$ cat config.mk
export PLATFORM = sky130hd
export DESIGN_NAME = ripple_carry_seq_flat
export DESIGN_NICKNAME = d
export VERILOG_FILES = /design/src/rtl/ripple_carry_seq_if.sv /design/src/rtl/ripple_carry_seq.sv /design/src/flat_wrapper.sv
export SDC_FILE = /design/constraint.sdc
export NUM_CORES = 1
export LEC_CHECK = 0
export ABC_AREA = 0
export BUFFER_PORTS_ARGS = -buffer_cell sky130_fd_sc_hd__buf_2
export CAP_MARGIN = 10
export CORE_MARGIN = 2
export CORE_UTILIZATION = 23
export CTS_CLUSTER_DIAMETER = 60
export DETAILED_ROUTE_END_ITERATION = 8
export PLACE_DENSITY = 0.47
export SYNTH_ARGS = -nofsm -noshare
export SYNTH_HDL_FRONTEND = slang
export SYNTH_HIERARCHICAL = 1
export SYNTH_SLANG_ARGS = --single-unit
$ cat constraint.sdc
create_clock -name clk_i -period 4.05 [get_ports clk_i]
set_input_delay 0.2025 -clock clk_i [delete_from_list [all_inputs] [get_ports clk_i]]
set_output_delay 0.2025 -clock clk_i [all_outputs]
set_load 0.1 [all_outputs]
$ cat src/rtl/ripple_carry_seq_if.sv
// Request/result bundle between a requesting datapath and the nibble-serial adder.
interface ripple_carry_seq_if #(
   parameter int NIBBLES = 4
);
   localparam int W = 4 * NIBBLES;

   logic         start_i;
   logic [W-1:0] a_i;
   logic [W-1:0] b_i;
   logic         c_i;
   logic         busy_o;
   logic         done_o;
   logic [W-1:0] s_o;
   logic         c_o;

   modport master (
      output start_i, a_i, b_i, c_i,
      input  busy_o, done_o, s_o, c_o
   );

   modport slave (
      input  start_i, a_i, b_i, c_i,
      output busy_o, done_o, s_o, c_o
   );
endinterface

$ cat src/rtl/ripple_carry_seq.sv
// Nibble-serial wide adder: one shared 4-bit ripple-carry adder driven
// once per clock, least-significant nibble first, carry held between nibbles.

// 4-bit combinational ripple-carry adder.
module ripple_carry (
   input  logic [3:0] a_i,
   input  logic [3:0] b_i,
   input  logic       c_i,
   output logic [3:0] s_o,
   output logic       c_o
);
   logic [4:0] cy;

   assign cy[0] = c_i;

   for (genvar i = 0; i < 4; i++) begin : g_fa
      assign s_o[i]    = a_i[i] ^ b_i[i] ^ cy[i];
      assign cy[i+1]   = (a_i[i] & b_i[i]) | (cy[i] & (a_i[i] ^ b_i[i]));
   end

   assign c_o = cy[4];
endmodule

module ripple_carry_seq #(
   parameter int NIBBLES = 4
) (
   input  logic              clk_i,
   input  logic              rst_i,
   ripple_carry_seq_if.slave bus
);
   localparam int W  = 4 * NIBBLES;
   localparam int CW = (NIBBLES > 1) ? $clog2(NIBBLES) : 1;
   localparam logic [CW-1:0] LAST = CW'(NIBBLES - 1);

   typedef enum logic [1:0] {
      IDLE = 2'd0,
      RUN  = 2'd1,
      DONE = 2'd2
   } state_t;

   state_t        state_q;
   logic [W-1:0]  a_q;
   logic [W-1:0]  b_q;
   logic          cy_q;
   logic [CW-1:0] cnt_q;
   logic [W-1:0]  s_q;
   logic [W-1:0]  s_d;
   logic          co_q;
   logic          busy_q;
   logic          done_q;

   logic [3:0]    a_nib;
   logic [3:0]    b_nib;
   logic [3:0]    sum_nib;
   logic          sum_co;

   // Select the operand nibbles addressed by the nibble counter.
   always_comb begin
      a_nib = 4'd0;
      b_nib = 4'd0;
      for (int k = 0; k < NIBBLES; k++) begin
         if (cnt_q == CW'(k)) begin
            a_nib = a_q[4*k +: 4];
            b_nib = b_q[4*k +: 4];
         end
      end
   end

   ripple_carry u_adder (
      .a_i (a_nib),
      .b_i (b_nib),
      .c_i (cy_q),
      .s_o (sum_nib),
      .c_o (sum_co)
   );

   // Merge the freshly computed sum nibble into the result register image.
   always_comb begin
      s_d = s_q;
      for (int k = 0; k < NIBBLES; k++) begin
         if (cnt_q == CW'(k)) begin
            s_d[4*k +: 4] = sum_nib;
         end
      end
   end

   // Control FSM with registered busy/done flags that mirror the state.
   always_ff @(posedge clk_i) begin
      if (rst_i) begin
         state_q <= IDLE;
         busy_q  <= 1'b0;
         done_q  <= 1'b0;
         cnt_q   <= '0;
         cy_q    <= 1'b0;
         s_q     <= '0;
         co_q    <= 1'b0;
      end else begin
         case (state_q)
            RUN: begin
               s_q  <= s_d;
               cy_q <= sum_co;
               if (cnt_q == LAST) begin
                  co_q    <= sum_co;
                  state_q <= DONE;
                  busy_q  <= 1'b0;
                  done_q  <= 1'b1;
               end else begin
                  cnt_q <= cnt_q + 1'b1;
               end
            end
            default: begin
               // IDLE and DONE both accept a new request; DONE falls back to IDLE.
               done_q <= 1'b0;
               if (bus.start_i) begin
                  a_q     <= bus.a_i;
                  b_q     <= bus.b_i;
                  cy_q    <= bus.c_i;
                  cnt_q   <= '0;
                  s_q     <= '0;
                  co_q    <= 1'b0;
                  state_q <= RUN;
                  busy_q  <= 1'b1;
               end else begin
                  state_q <= IDLE;
                  busy_q  <= 1'b0;
               end
            end
         endcase
      end
   end

   assign bus.busy_o = busy_q;
   assign bus.done_o = done_q;
   assign bus.s_o    = s_q;
   assign bus.c_o    = co_q;
endmodule

$ cat src/flat_wrapper.sv
// flat-port wrapper written by rule: the top's interface ports become plain ports
module ripple_carry_seq_flat 
#(
   parameter int NIBBLES = 4
)
  (clk_i, rst_i, bus_start_i, bus_a_i, bus_b_i, bus_c_i, bus_busy_o, bus_done_o, bus_s_o, bus_c_o);
  ripple_carry_seq_if #(.NIBBLES(NIBBLES)) bus_i ();
  input  logic clk_i;
  input  logic rst_i;
  input wire logic [$bits(bus_i.start_i)-1:0] bus_start_i;
  input wire logic [$bits(bus_i.a_i)-1:0] bus_a_i;
  input wire logic [$bits(bus_i.b_i)-1:0] bus_b_i;
  input wire logic [$bits(bus_i.c_i)-1:0] bus_c_i;
  output wire logic [$bits(bus_i.busy_o)-1:0] bus_busy_o;
  output wire logic [$bits(bus_i.done_o)-1:0] bus_done_o;
  output wire logic [$bits(bus_i.s_o)-1:0] bus_s_o;
  output wire logic [$bits(bus_i.c_o)-1:0] bus_c_o;
  assign bus_i.start_i = bus_start_i;
  assign bus_i.a_i = bus_a_i;
  assign bus_i.b_i = bus_b_i;
  assign bus_i.c_i = bus_c_i;
  assign bus_busy_o = bus_i.busy_o;
  assign bus_done_o = bus_i.done_o;
  assign bus_s_o = bus_i.s_o;
  assign bus_c_o = bus_i.c_o;
  ripple_carry_seq #(.NIBBLES(NIBBLES)) u_core (.clk_i(clk_i), .rst_i(rst_i), .bus(bus_i));
endmodule
# Word-level counts from Yosys, hierarchy flattened
# Index checks and enable logic that the tools add are counted.
# totals
ff_bits	56
in_bits	36
output_inout_bits	19
word_cells	81
# op_classes
n_addsub	1
n_eq_ne	9
mux	28
n_bitwise	22
reduce_logical	9
# op_table
cell	count
4-bit two-way mux	12
16-bit two-way mux	2
2-bit two-way mux	5
2-bit AND reduction	5
1-bit two-way mux	9
1-bit bitwise AND	8
2-bit by 1-bit != test with 1-bit output (second input constant)	4
1-bit XOR	8
2-bit by 1-bit == test with 1-bit output (second input constant)	2
2-bit == test (second input constant)	2
1-bit OR	4
3-bit AND reduction	1
2-bit by 1-bit adder with 2-bit output (second input constant)	1
2-bit logical NOT	1
2-bit != test (second input constant)	1
1-bit inverter	2
2-bit nonzero test	1
2-bit OR reduction	1

# Longest topological paths before layout
# depth
ltp_word	16
mapped_depth	16
depth_no_buf	15

# By module
# Netlist, hierarchy kept.
# modules_own_cells
mod	n_inst	cells_each	area_each_um2	seq_area_each_um2
ripple_carry_seq	1	197	2373.5	1421.4
ripple_carry	1	14	117.6	0.0

# Least setup slack after synthesis
# OpenSTA, ideal clock, no wires.
# synth_timing
path_type	register to register
start	register u_core.state_q[0]
end	register u_core.a_q[0], enable pin
setup_time_ns	0.461
arrival_ns	3.435
required_ns	3.589
slack_ns	0.154
path_stages_with_launch	5
n_path_buf	2
period_less_slack_ns	3.896
cell_sequence	dfxtp_1 -> nor2b_1 -> buf_4 -> buf_6 -> nor3_1
# synth_via
elab_chain_cells	3
# synth_lines
element	line_no	rtl
from (decl)	ripple_carry_seq.sv:41	state_t state_q;
from (signal assigned)	ripple_carry_seq.sv:90	state_q <= IDLE;
from (signal assigned)	ripple_carry_seq.sv:104	state_q <= DONE;
from (signal assigned)	ripple_carry_seq.sv:121	state_q <= RUN;
2-bit by 1-bit == test with 1-bit output	ripple_carry_seq.sv:98	case (state_q)
1-bit inverter (no line)	n/a	
3-bit AND reduction (no line)	n/a	
to (signal assigned)	ripple_carry_seq.sv:115	a_q <= bus.a_i;
to (decl)	ripple_carry_seq.sv:42	logic [W-1:0] a_q;
# No other way between the ends.
# A chain may end at the register's enable or synchronous reset.

# Worst setup path after layout
# layout_timing
start	register u_core.cnt_q[0]
end	register u_core.s_q[15], in the netlist u_core/bus.s_o[15]
# layout_via
elab_chain_cells	15
word_cells_on_any_way	30
cone_classes	eq/ne (4); mux (10); bitwise (14); reduce/logical (2)
# layout_lines
element	line_no	rtl
from (decl)	ripple_carry_seq.sv:45	logic [CW-1:0] cnt_q;
from (signal assigned)	ripple_carry_seq.sv:108	cnt_q <= cnt_q + 1'b1;
2-bit logical NOT	ripple_carry_seq.sv:62	if (cnt_q == CW'(k)) begin
4-bit two-way mux (3 in series)	ripple_carry_seq.sv:62	
4-bit two-way mux (*)	ripple_carry_seq.sv:62	
net u_core.a_nib[0]	ripple_carry_seq.sv:52	logic [3:0] a_nib;
1-bit XOR	ripple_carry_seq.sv:18	assign cy[i+1] = (a_i[i] & b_i[i]) | (cy[i] & (a_i[i] ^ b_i[i]));
1-bit bitwise AND	ripple_carry_seq.sv:18	
1-bit OR (*)	ripple_carry_seq.sv:18	
1-bit bitwise AND (*)	ripple_carry_seq.sv:18	
1-bit OR (*)	ripple_carry_seq.sv:18	
1-bit bitwise AND (*)	ripple_carry_seq.sv:18	
1-bit OR (*)	ripple_carry_seq.sv:18	
1-bit XOR (*)	ripple_carry_seq.sv:17	assign s_o[i] = a_i[i] ^ b_i[i] ^ cy[i];
net u_core.sum_nib[3]	ripple_carry_seq.sv:54	logic [3:0] sum_nib;
4-bit two-way mux (*)	ripple_carry_seq.sv:81	if (cnt_q == CW'(k)) begin
16-bit two-way mux (*)	ripple_carry_seq.sv:98	
to (signal assigned)	ripple_carry_seq.sv:95	s_q <= '0;
to (signal assigned)	ripple_carry_seq.sv:100	s_q <= s_d;
to (signal assigned)	ripple_carry_seq.sv:119	s_q <= '0;
to (decl)	ripple_carry_seq.sv:46	logic [W-1:0] s_q;
# Mark *: on every way through the listed nets, which the timed path passes. The rest lies on a longest branch. The select of a mux whose other input is x is not followed.

==> results.sh <==
export IMPL_cellInternalPower_mw=0.815
export IMPL_maxSlewViolCount=0
export IMPL_grt_start_max_net_pins=33
export IMPL_worst_setup_path_type="flop to flop"
export IMPL_crit_path_start="u_core/cnt_q[0]"
export IMPL_cpMaxStageDelayCell="dfxtp_1"
export IMPL_antenna_found_initial=0
export IMPL_seqPwrFrac_pct=53.1
export IMPL_hp_class="input port to flop"
export IMPL_synth_top_area_share_pct=38.6
export IMPL_async_flop_share_pct=0
export IMPL_die_area_mm2=0.0117
export IMPL_syn_area_mm2=0.00249
export IMPL_hold_viol=0
export IMPL_switching_share_pct=31.4
export IMPL_diodes=0
export IMPL_max_cap_viol_count=0
export IMPL_htreeDepth=2
export IMPL_fmax_mhz=286
export IMPL_cp_required_ns=4.28
export IMPL_final_area_mm2=0.00297
export IMPL_vias=1764
export IMPL_cp_common_cell="inv_1"
export IMPL_wire_per_inst_um=14.6
export IMPL_ios=55
export IMPL_cts_tree="done"
export IMPL_drt_first_pass_iters=4
export IMPL_synth_edff_count=32
export IMPL_status="completed"
export IMPL_hold_buffers=0
export IMPL_relSlewSlack_pct=47.0
export IMPL_gr_usage_all_layers_pct=10.3
export IMPL_drtIter0Drc=62
export IMPL_grt_pass1_wl_mm=9.48
export IMPL_finish_utilization_pct=28.5
export IMPL_fin_nets=304
export IMPL_synthesis_nets=255
export IMPL_combinationalPowerShare_pct=21.4
export IMPL_portBuffers=54
export IMPL_clockBufferDepth=2
export IMPL_end_kind="flop"
export IMPL_ant_nets=0
export IMPL_power_density_mw_per_mm2=400
export IMPL_min_period_over_period_pct=86.3
export IMPL_synth_cell_types=33
export IMPL_dpl_cell_area_mm2=0.00288
export IMPL_cts_repair_resized=0
export IMPL_worstHoldStart="bus_a_i[11]"
export IMPL_ys_seq_elements=55
export IMPL_avgSynthCellArea_um2=11.8
export IMPL_numCtsBuffers=5
export IMPL_r2r_start="u_core/cnt_q[0]"
export IMPL_synth_top_area_cell="edfxtp_1"
export IMPL_initial_utilization_pct=23.9
export IMPL_numClockSinks=55
export IMPL_postCtsSetupBuffers=0
export IMPL_ys_seq_area_share_pct=57.1
export IMPL_clkPwrFrac_pct=25.5
export IMPL_start_kind="flop"
export IMPL_finClkSkew_ns=0.00959
export IMPL_crit_path_cell_trace="inv_1, ha_1, and2b_4, a221oi_1, o31ai_1, fa_1, inv_1, fa_1, inv_1, fa_1, inv_1, fa_1, inv_1, nand3_1, a31oi_1"
export IMPL_p_sw_mw=0.373
export IMPL_cp_max_fo=10
export IMPL_grt_pass1_vias=1869
export IMPL_cpPeakStageDelay_ns=0.42
export IMPL_clock_latency_ns=0.30
export IMPL_core_area_mm2=0.0104
export IMPL_drive_gt1_share_pct=31.8
export IMPL_yosysMostFrequentCell="edfxtp_1"
export IMPL_p_leak_nw=1.12
export IMPL_min_period_ns=3.50
export IMPL_synthTopCellsByArea="edfxtp_1 39%, dfxtp_1 18%, and4bb_2 6.0%"
export IMPL_ys_flop_type="edfxtp_1"
export IMPL_setup_viol=0
export IMPL_vias_per_cell=4.44
export IMPL_critPathArrivalTime_ns=3.73
export IMPL_ys_warn_count=6
export IMPL_totalWireLength_mm=5.78
export IMPL_peakVddDrop_mv=0.172
export IMPL_drc=0
export IMPL_grt_setup_unrepaired="false"
export IMPL_grt_overflow=0
export IMPL_dp_hpwl_mm=4.08
export IMPL_syn_to_final_growth_pct=19.1
export IMPL_root_buffer="clkbuf_8"
export IMPL_ys_top_cells_by_count="32 x edfxtp_1, 23 x dfxtp_1, 18 x inv_1"
export IMPL_rows=37
export IMPL_path_clk_slew_ns=0.10
export IMPL_die_x_um=108
export IMPL_syn_instance_count=211
export IMPL_tightest_slew_ns=0.795
export IMPL_gp_congestion=0.662
export IMPL_die_h_um=108
export IMPL_fin_tns_setup_ns=0
==> power by group through the flow <==
stage	clock network, mW	registers, mW	logic (mW)
after CTS	0.321	0.631	0.258
after floorplan	0	0.697	0.130
after global routing	0.336	0.634	0.279
final	0.303	0.631	0.254
after detailed placement	0	0.644	0.257
after global placement	0	0.644	0.256
==> final timing paths <==
kind,to,slack [ns],cells after the start
setup reg to reg,u_core/bus.s_o[15],0.55,15
setup / recovery,u_core/bus.s_o[15],0.55,15
hold / removal,u_core/a_q[11],0.06,1
hold reg to reg,u_core/bus.s_o[13],0.48,2
==> layer usage <==
metal	GRT usage (%)	part of all wire, %
met2	16.8	47
met1	13.8	48
met3	2.23	4.4
met4	2.75	0.69
met5	0	0
==> cell type report <==
| cell class | instances | area (µm²) |
|---|---|---|
| multi-input combinational | 121 | 912 |
| clock buffer | 5 | 68.8 |
| fill | 1104 | 7450 |
| tap | 136 | 170 |
| timing repair buffer | 59 | 308 |
| clock inverter | 3 | 20.0 |
| sequential | 55 | 1420 |
| inverter | 18 | 67.6 |
==> registers in the layout, summed over array words and instances (netlist names) <==
| register | cells |
|---|---|
| u_core/a_q | 16 |
| u_core/b_q | 16 |
| u_core/bus.c_o | 1 |
| u_core/bus.done_o | 1 |
| u_core/bus.s_o | 16 |
| u_core/cnt_q | 2 |
| u_core/cy_q | 1 |
| u_core/state_q | 2 |
==> through the flow <==
step | power [mW] | setup slack, ns | cells | hold WS [ns]
after floorplan | 0.827 | 0.154 | 211 | 0.301
after global placement | 0.900 | 0.690 | 389 | 0.379
after detailed placement | 0.901 | 0.581 | 389 | 0.381
after CTS | 1.21 | 0.559 | 397 | 0.0493
after global routing | 1.25 | 0.261 | 397 | 0.0486
final | 1.19 | 0.553 | 397 | 0.0638
==> placed cells by master (no fill, tap or decap), drive strengths merged, types with 2 or more instances in the layout <==
cell type,n
nor2,4
buf,59
clkinv,2
and4bb,12
fa,4
o31ai,7
edfxtp,32
a31oi,13
nand3,14
nand2,11
dfxtp,23
o32ai,4
nor3,2
a221oi,7
clkbuf,5
ha,4
nand2b,5
inv,18
nor2b,8
a21oi,16
==> cells by family (layout without fill, tap and decap cells) <==
group                    count (synthesis)  count (layout)  synth area share, %
AND/OR/NAND/NOR                         60              60                 16.6
flip-flops                              55              55                 57.1
AO/OA/AOI/OAI                           52              52                 14.2
buffers and inverters                   35              85                 6.53
adder cells (fa/ha/maj)                  8               8                 5.22
multiplexers                             1               1                0.402
==> critical path, delay by kind of cell (launching register included) <==
family          cells  cell delay (ns)
fa+ha+maj           5             1.66
compound gates      3             0.58
buf+inv             5             0.42
flops               1             0.42
simple gates        2             0.35
Power figures use the tool's default switching activity.
